`config.mk`:
```
export PLATFORM = sky130hd
export DESIGN_NAME = dmem_lsu
export DESIGN_NICKNAME = d
export VERILOG_FILES = /design/src/rtl/dmem_lsu_pkg.sv /design/src/rtl/dmem_lsu_lane.sv /design/src/rtl/dmem_lsu.sv
export SDC_FILE = /design/constraint.sdc
export NUM_CORES = 1
export LEC_CHECK = 0
export ABC_CLOCK_PERIOD_IN_PS = 22400
export CAP_MARGIN = 25
export CELL_PAD_IN_SITES_DETAIL_PLACEMENT = 1
export CELL_PAD_IN_SITES_GLOBAL_PLACEMENT = 2
export CORE_AREA = 2 2 201 203
export DETAILED_ROUTE_END_ITERATION = 10
export DIE_AREA = 0 0 203 205
export GPL_ROUTABILITY_DRIVEN = 0
export PLACE_DENSITY_LB_ADDON = 0.1
export REMOVE_ABC_BUFFERS = 1
export SLEW_MARGIN = 20
export SYNTH_ARGS = -nofsm -noshare
export SYNTH_HDL_FRONTEND = slang
export SYNTH_SLANG_ARGS = --single-unit
```
`constraint.sdc`:
```
create_clock -name clk -period 22.4 [get_ports clk]
set_input_delay 4.48 -clock clk [delete_from_list [all_inputs] [get_ports clk]]
set_output_delay 4.48 -clock clk [all_outputs]
set_load 0.01 [all_outputs]
```
`src/rtl/dmem_lsu_pkg.sv`:
```
// Shared types and helpers for the data-memory load/store unit.
package dmem_lsu_pkg;

    typedef enum logic [1:0] {
        SZ_B = 2'd0,
        SZ_H = 2'd1,
        SZ_W = 2'd2,
        SZ_D = 2'd3
    } size_e;

    typedef enum logic [2:0] {
        ST_IDLE = 3'd0,
        ST_RD   = 3'd1,
        ST_DATA = 3'd2,
        ST_WR   = 3'd3,
        ST_RESP = 3'd4
    } state_e;

    function automatic logic [3:0] size_bytes(size_e s);
        return 4'd1 << s;
    endfunction

    function automatic logic [63:0] size_mask(size_e s);
        case (s)
            SZ_B:    return 64'h0000_0000_0000_00FF;
            SZ_H:    return 64'h0000_0000_0000_FFFF;
            SZ_W:    return 64'h0000_0000_FFFF_FFFF;
            default: return 64'hFFFF_FFFF_FFFF_FFFF;
        endcase
    endfunction

endpackage

```
`src/rtl/dmem_lsu_lane.sv`:
```
// Byte-lane datapath: load extract with sign/zero extension, and the
// read-modify-write merge used for sub-dword stores.
module dmem_lsu_lane
    import dmem_lsu_pkg::*;
(
    input  logic [63:0] ram_dout,
    input  logic [63:0] wdata,
    input  logic [2:0]  offset,
    input  size_e       size,
    input  logic        zero_ext,
    output logic [63:0] rdata,
    output logic [63:0] merged
);

    logic [5:0]  shamt;
    logic [63:0] shifted;
    logic [63:0] mask;

    always_comb begin
        shamt   = {offset, 3'b000};
        shifted = ram_dout >> shamt;
        mask    = size_mask(size);
        rdata   = shifted;
        case (size)
            SZ_B: rdata = zero_ext ? {56'd0, shifted[7:0]}  : {{56{shifted[7]}},  shifted[7:0]};
            SZ_H: rdata = zero_ext ? {48'd0, shifted[15:0]} : {{48{shifted[15]}}, shifted[15:0]};
            SZ_W: rdata = zero_ext ? {32'd0, shifted[31:0]} : {{32{shifted[31]}}, shifted[31:0]};
            default: rdata = shifted;
        endcase
        merged = (ram_dout & ~(mask << shamt)) | ((wdata & mask) << shamt);
    end

endmodule

```
`src/rtl/dmem_lsu.sv`:
```
// Load/store unit driving port B of the 64-bit data RAM; sub-dword stores
// are done as read-modify-write because the RAM has no byte enables.
//
// state   | meaning
// IDLE    | ready for a request
// RD      | word address presented to the RAM
// DATA    | RAM read data valid; extract load or merge store
// WR      | RAM write strobe
// RESP    | one-cycle response pulse
module dmem_lsu
    import dmem_lsu_pkg::*;
#(
    parameter int RAM_WIDTH = 64,
    parameter int RAM_DEPTH = 512,
    localparam int RAM_AW = $clog2(RAM_DEPTH)
) (
    input  logic                 clk,
    input  logic                 reset,
    input  logic                 req_valid,
    output logic                 req_ready,
    input  logic [31:0]          req_addr,
    input  logic                 req_we,
    input  logic [1:0]           req_size,
    input  logic                 req_unsigned,
    input  logic [RAM_WIDTH-1:0] req_wdata,
    output logic                 rsp_valid,
    output logic [RAM_WIDTH-1:0] rsp_rdata,
    output logic                 rsp_err,
    output logic [RAM_AW-1:0]    ram_addr,
    output logic [RAM_WIDTH-1:0] ram_din,
    output logic                 ram_we,
    input  logic [RAM_WIDTH-1:0] ram_dout
);

    state_e                 state_q, state_d;
    logic [2:0]             off_q;
    logic                   we_q;
    size_e                  size_q;
    logic                   uns_q;
    logic [RAM_WIDTH-1:0]   wdata_q;
    logic [RAM_AW-1:0]      ram_addr_q;
    logic [RAM_WIDTH-1:0]   ram_din_q;
    logic [RAM_WIDTH-1:0]   rsp_rdata_q;
    logic                   rsp_err_q;

    size_e                  req_sz;
    logic [2:0]             align_mask;
    logic                   handshake;
    logic                   req_err;
    logic [RAM_WIDTH-1:0]   load_data;
    logic [RAM_WIDTH-1:0]   merged;

    assign req_sz     = size_e'(req_size);
    assign align_mask = 3'(size_bytes(req_sz) - 4'd1);
    assign req_ready  = (state_q == ST_IDLE);
    assign handshake  = req_valid & req_ready;
    assign req_err    = ((req_addr[2:0] & align_mask) != 3'd0) ||
                        ((req_addr >> (RAM_AW + 3)) != 32'd0);

    dmem_lsu_lane u_lane (
        .ram_dout (ram_dout),
        .wdata    (wdata_q),
        .offset   (off_q),
        .size     (size_q),
        .zero_ext (uns_q),
        .rdata    (load_data),
        .merged   (merged)
    );

    always_comb begin
        state_d = state_q;
        case (state_q)
            ST_IDLE: begin
                if (handshake) begin
                    if (req_err)                         state_d = ST_RESP;
                    else if (req_we && req_sz == SZ_D)   state_d = ST_WR;
                    else                                 state_d = ST_RD;
                end
            end
            ST_RD:   state_d = ST_DATA;
            ST_DATA: state_d = we_q ? ST_WR : ST_RESP;
            ST_WR:   state_d = ST_RESP;
            ST_RESP: state_d = ST_IDLE;
            default: state_d = ST_IDLE;
        endcase
    end

    // RAM address/data are registered on entry to RD/WR so they hold between accesses.
    always_ff @(posedge clk or posedge reset) begin
        if (reset) begin
            state_q     <= ST_IDLE;
            off_q       <= 3'd0;
            we_q        <= 1'b0;
            size_q      <= SZ_B;
            uns_q       <= 1'b0;
            wdata_q     <= '0;
            ram_addr_q  <= '0;
            ram_din_q   <= '0;
            rsp_rdata_q <= '0;
            rsp_err_q   <= 1'b0;
        end else begin
            state_q <= state_d;
            case (state_q)
                ST_IDLE: begin
                    if (handshake) begin
                        off_q   <= req_addr[2:0];
                        we_q    <= req_we;
                        size_q  <= req_sz;
                        uns_q   <= req_unsigned;
                        wdata_q <= req_wdata;
                        if (req_err) begin
                            rsp_rdata_q <= '0;
                            rsp_err_q   <= 1'b1;
                        end else begin
                            ram_addr_q <= req_addr[RAM_AW+2:3];
                            if (req_we && req_sz == SZ_D)
                                ram_din_q <= req_wdata;
                        end
                    end
                end
                ST_DATA: begin
                    if (we_q) begin
                        ram_din_q <= merged;
                    end else begin
                        rsp_rdata_q <= load_data;
                        rsp_err_q   <= 1'b0;
                    end
                end
                ST_WR: begin
                    rsp_rdata_q <= '0;
                    rsp_err_q   <= 1'b0;
                end
                default: ;
            endcase
        end
    end

    assign ram_we    = (state_q == ST_WR);
    assign ram_addr  = ram_addr_q;
    assign ram_din   = ram_din_q;
    assign rsp_valid = (state_q == ST_RESP);
    assign rsp_rdata = rsp_rdata_q;
    assign rsp_err   = rsp_err_q;

endmodule

```
== Word-level counts from Yosys, hierarchy flattened ==
Cells that the tools add are included.

* Flip-flop bits (word level): 212
* Input port bits: 167
* Output and inout bits: 141
* Logic and storage cells: 70

* $add $sub $neg: 1
* Equal/unequal tests: 13
* Shift-type cells: 4
* Mux-type cells: 23
* Bitwise operators: 7
* Reduce and logical (&&, ||, !) cells: 12

{| class="wikitable"
|+ Operator list
! kind !! count
|-
| 2-to-1 mux 64 bit || 10
|-
| case mux 64 bit (3 select lines) || 3
|-
| bitwise AND 64 bit || 2
|-
| case mux 64 bit (2 select lines) || 1
|-
| left shift 64 x 6 -> 64 bit || 2
|-
| NOT 64 bit || 1
|-
| bitwise OR 64 bit || 1
|-
| right shift 64 x 6 -> 64 bit || 1
|-
| nonzero test 32 bit || 1
|-
| case mux 3 bit (4 select lines) || 1
|-
| 2-to-1 mux 3 bit || 3
|-
| equality test 3 x 2 -> 1 bit, second input constant || 2
|-
| != test 2 x 1 -> 1 bit, second input constant || 3
|-
| != test 2 bit, second input constant || 3
|-
| nonzero test 3 bit || 2
|-
| AND reduction 5 bit || 1
|-
| equality test 2 bit, second input constant || 2
|-
| AND reduction 4 bit || 1
|-
| bitwise AND 3 bit || 1
|-
| equality test 3 x 1 -> 1 bit, second input constant || 1
|-
| equality test 3 bit, second input constant || 1
|-
| zero test 3 bit || 1
|-
| 2-to-1 mux 1 bit || 3
|-
| case mux 1 bit (3 select lines) || 1
|-
| other kinds (12) || 12
|}

== Longest topological paths before layout ==
* Depth after elaboration: 8
* Mapped depth: 9
* Mapped depth without buffers: 6

== By module ==
Synthesis repeated with hierarchy kept, for this count alone.

* Cells, all modules: 1304
* Area, all modules: 12973.7 um2

{| class="wikitable"
|+ Modules (own cells, without submodules)
! module !! instances !! cells each !! area an instance (um2) !! seq. area each (um2)
|-
| dmem_lsu || 1 || 642 || 8620.8 || 5305.1
|-
| dmem_lsu_lane || 1 || 662 || 4352.9 || 0.0
|}

== Worst setup path before layout ==
Ideal clock, no wire load.

* Kind: input to register
* Start: input req_addr[15]
* End: register rsp_rdata_q[11] (netlist: rsp_rdata[11])
* Library setup time: 0.125 ns
* Arrival: 5.910 ns
* Required time: 22.275 ns
* Setup slack: 16.365 ns
* Stages: 7
* Path buffers: 1
* Path through: nor4_2 o211ai_2 o2111ai_4 and2_1 buf_6 inv_4 mux2_4

* Word-level cells in the longest chain between the ends: 4

{| class="wikitable"
|+ Ends and longest elaborated chain
! item !! line !! text
|-
| from (decl) || dmem_lsu.sv:21 || <nowiki>input logic [31:0] req_addr,</nowiki>
|-
| nonzero test 32 bit || dmem_lsu.sv:58 || <nowiki>((req_addr >> (RAM_AW + 3)) != 32'd0);</nowiki>
|-
| logical OR 1 bit || dmem_lsu.sv:57 || <nowiki>assign req_err = ((req_addr[2:0] & align_mask) != 3'd0) ||</nowiki>
|-
| != test 2 x 1 -> 1 bit (no source line) || - ||
|-
| AND reduction 4 bit (no source line) || - ||
|-
| to (signal assigned) || dmem_lsu.sv:125 || <nowiki>rsp_rdata_q <= load_data;</nowiki>
|-
| to (decl) || dmem_lsu.sv:43 || <nowiki>logic [RAM_WIDTH-1:0] rsp_rdata_q;</nowiki>
|}

Every way passes these cells.
A chain may end at the register's enable or synchronous reset.

== Worst setup path in the final report ==
* Start: input req_addr[14]
* End: register rsp_rdata_q[11] (netlist: rsp_rdata[11])

Same word-level chain as after synthesis.

==> metrics <==
CTS Buf Count 26; Post-Syn Instances 1312; vias in the first global route 13003; Max-Cap Viols 0; leakage 7.15 nW; RSZ-0062 raised after global routing no; DRC errors left 0; number of nets in the layout 1727; Core Area 39400 sq um; Area growth, synth to finish 33.5%; chip height 205 um; EDFF count, synth 0; VDD IR-drop max 0.0541 mV; clk sinks 212; post-synthesis sequential element count 212; WHS 0.470 ns; Worst path slowest cell and2_2; hold bufs inserted after CTS 0; CP Data Arrival Time 7.56 ns; Synth Warn # 0; period utilisation layout 31.8%; register area share after synthesis 40.1%; wire per inst 28.5 um; initial antenna violation count 0; first-pass GRT wire length 88000 um; clock slew at reported path FFs 0.06 ns; Chip Width 203 um; I/O pin cnt 308; Startpoint Class input pin; proportion of layout cells with a drive suffix above 1 16.2%; largest net degree at the start of global routing 118; 1st-iter DRT viols 924; Post-CTS Resized 0; clock root buffer clkbuf_16; Routed met2 length 26800 um; GR Overflow Total 0; Skew-Pair Late Insertion Delay 0.55 ns; Routed WL 60100 um; fill cell count 4349; metal3 WL 4410 um; Max Clock Skew 0.0105 ns; die area 41600 sq um; Synth Cell Area 13200 sq um; Antenna Cells 0; Final Setup Violations 0; Post-DRT Antenna Nets 0; CTS Buffer Depth 3; met1 WL 26600 um; Worst-Margin Slew 1.19 ns; via count 12535; Via density 5.96; worst path cell trace clkdlybuf4s50_1, nor4_2, o211ai_2, o2111ai_4, and2_2, buf_4, inv_4, mux2_4; Site Rows 73; setup tns final 0 ns; Total GRT Usage 28.5%; Worst path max stage delay 0.57 ns; final hold vios 0; Max Fanout on Critical Path 39; Primary FF master, synth dfrtp_1; Initial Utilization 33.6%; TritonCTS clock tree built; relative slew slack 20.7%; Critical Path RT 22.84 ns; Synth cell types 70; Mean Syn Cell Area 10.1 sq um; Buf+Inv Stages, Crit Path 3; Async SR Flop Fraction 100%; DP HPWL 40600 um; Tot Pwr 1.25 mW; H-Tree Depth 1; Slew Limit Fails 0; Post-CTS Setup Inserts 0; fmax 140 MHz; critical setup path kind input pin to register; pwr/cell area 70.9 nW/um^2; CP top delay family buffers and inverters; DRT Pass-1 Iters 6; Top Metal Used met4; HP Class register to register; port bufs 307; critical path endpoint category register; status finished clean; min Tclk post-route 7.12 ns
worst reg2reg max path: stages (launching register included):
cell,delay [ns]
dfrtp_2,0.35
buf_4,0.35
clkinv_1,0.85
buf_4,0.52
and3_1,0.52
a221oi_1,0.50
o2bb2ai_1,0.16
o21ai_0,0.10
final cells by class:
class                      instances  area (sq um)  area share, %
clock buffer                      38           797           4.51
timing repair buffer             345          3410           19.3
multi-input combinational        956          7220           40.9
tap                              525           657           3.72
inverter                          19          81.3          0.461
sequential                       212          5310           30.1
clock inverter                     9           173          0.978
through the flow:
step	cell area (sq um)	setup slack, ns	std cells	utilization (%)
3_3_place_gp	16600	14.79	2053	42.2
6_report	17700	15.28	2104	44.9
2_1_floorplan	12600	12.13	1187	-
5_1_grt	17700	15.12	2104	44.9
3_5_place_dp	16600	14.70	2054	42.2
4_1_cts	17600	15.28	2101	44.7
routing by layer:
metal,vias up,GRT usage (%)
met4,0,9.78
met5,-,0
met2,516,44.1
met1,6461,39.6
li1,5467,-
met3,91,5.58
state kept, by name (all words and copies together), names as in the netlist:
name,count
ram_din,64
rsp_rdata,64
wdata_q,64
ram_addr,9
off_q,3
state_q,3
size_q,2
rsp_err,1
uns_q,1
we_q,1
synth_stat cells (all sizes together) (15+ instances only):
cell type | count | share of area (%)
nor2 | 49 | 1.4
o21ai | 140 | 5.3
inv | 18 | 0.53
dfrtp | 212 | 40
clkbuf | 44 | 1.2
o211ai | 16 | 0.95
o31ai | 16 | 1.0
a2bb2oi | 15 | 0.99
mux4 | 23 | 3.9
a31oi | 25 | 1.2
buf | 81 | 3.8
mux2 | 98 | 8.5
a21o | 20 | 1.1
nand3 | 35 | 1.3
a221oi | 24 | 1.6
mux2i | 91 | 6.9
a22o | 28 | 1.9
a32o | 32 | 2.4
nand2 | 159 | 4.5
a21oi | 40 | 1.5
power by group:
group	total, mW	switching [mW]	internal [mW]
clock network	0.480	0.178	0.302
logic	0.335	0.197	0.139
registers	0.436	0.0311	0.405
placed cells by master (no fill, tap or decap), drive strengths merged, types with 23 or more instances in the layout:
cell type,instances
buf,38
a221oi,24
mux2i,91
nor2,49
dfrtp,212
clkdlybuf4s50,307
nand2,159
a22o,28
a32o,32
nand3,35
clkbuf,38
o21ai,140
mux4,23
mux2,98
a31oi,25
a21oi,40
logic make-up (layout without fill, tap and decap cells):
logic type / Yosys count / in the layout / share of synthesized area (%)
buf+inv: 144 / 411 / 5.58
compound gates: 439 / 439 / 23.9
flops: 212 / 212 / 40.1
simple gates: 305 / 305 / 11.1
mux: 212 / 212 / 19.3
worst paths after layout:
kind                       slack [ns]                    from  cells after the start                        end
setup / recovery                15.28            req_addr[14]                      8  rsp_rdata[11]$_DFFE_PP0P_
hold / removal                   0.47  ram_din[4]$_DFFE_PP0P_                      2     ram_din[4]$_DFFE_PP0P_
setup reg to reg                18.88    off_q[2]$_DFFE_PP0P_                      7    ram_din[42]$_DFFE_PP0P_
hold reg to reg                  0.47  ram_din[4]$_DFFE_PP0P_                      2     ram_din[4]$_DFFE_PP0P_
max in group asynchronous       16.64                   reset                      3       off_q[1]$_DFFE_PP0P_
min in group asynchronous        4.42                   reset                      2    wdata_q[12]$_DFFE_PP0P_
Note: power is estimated with default switching activity, not from simulation.
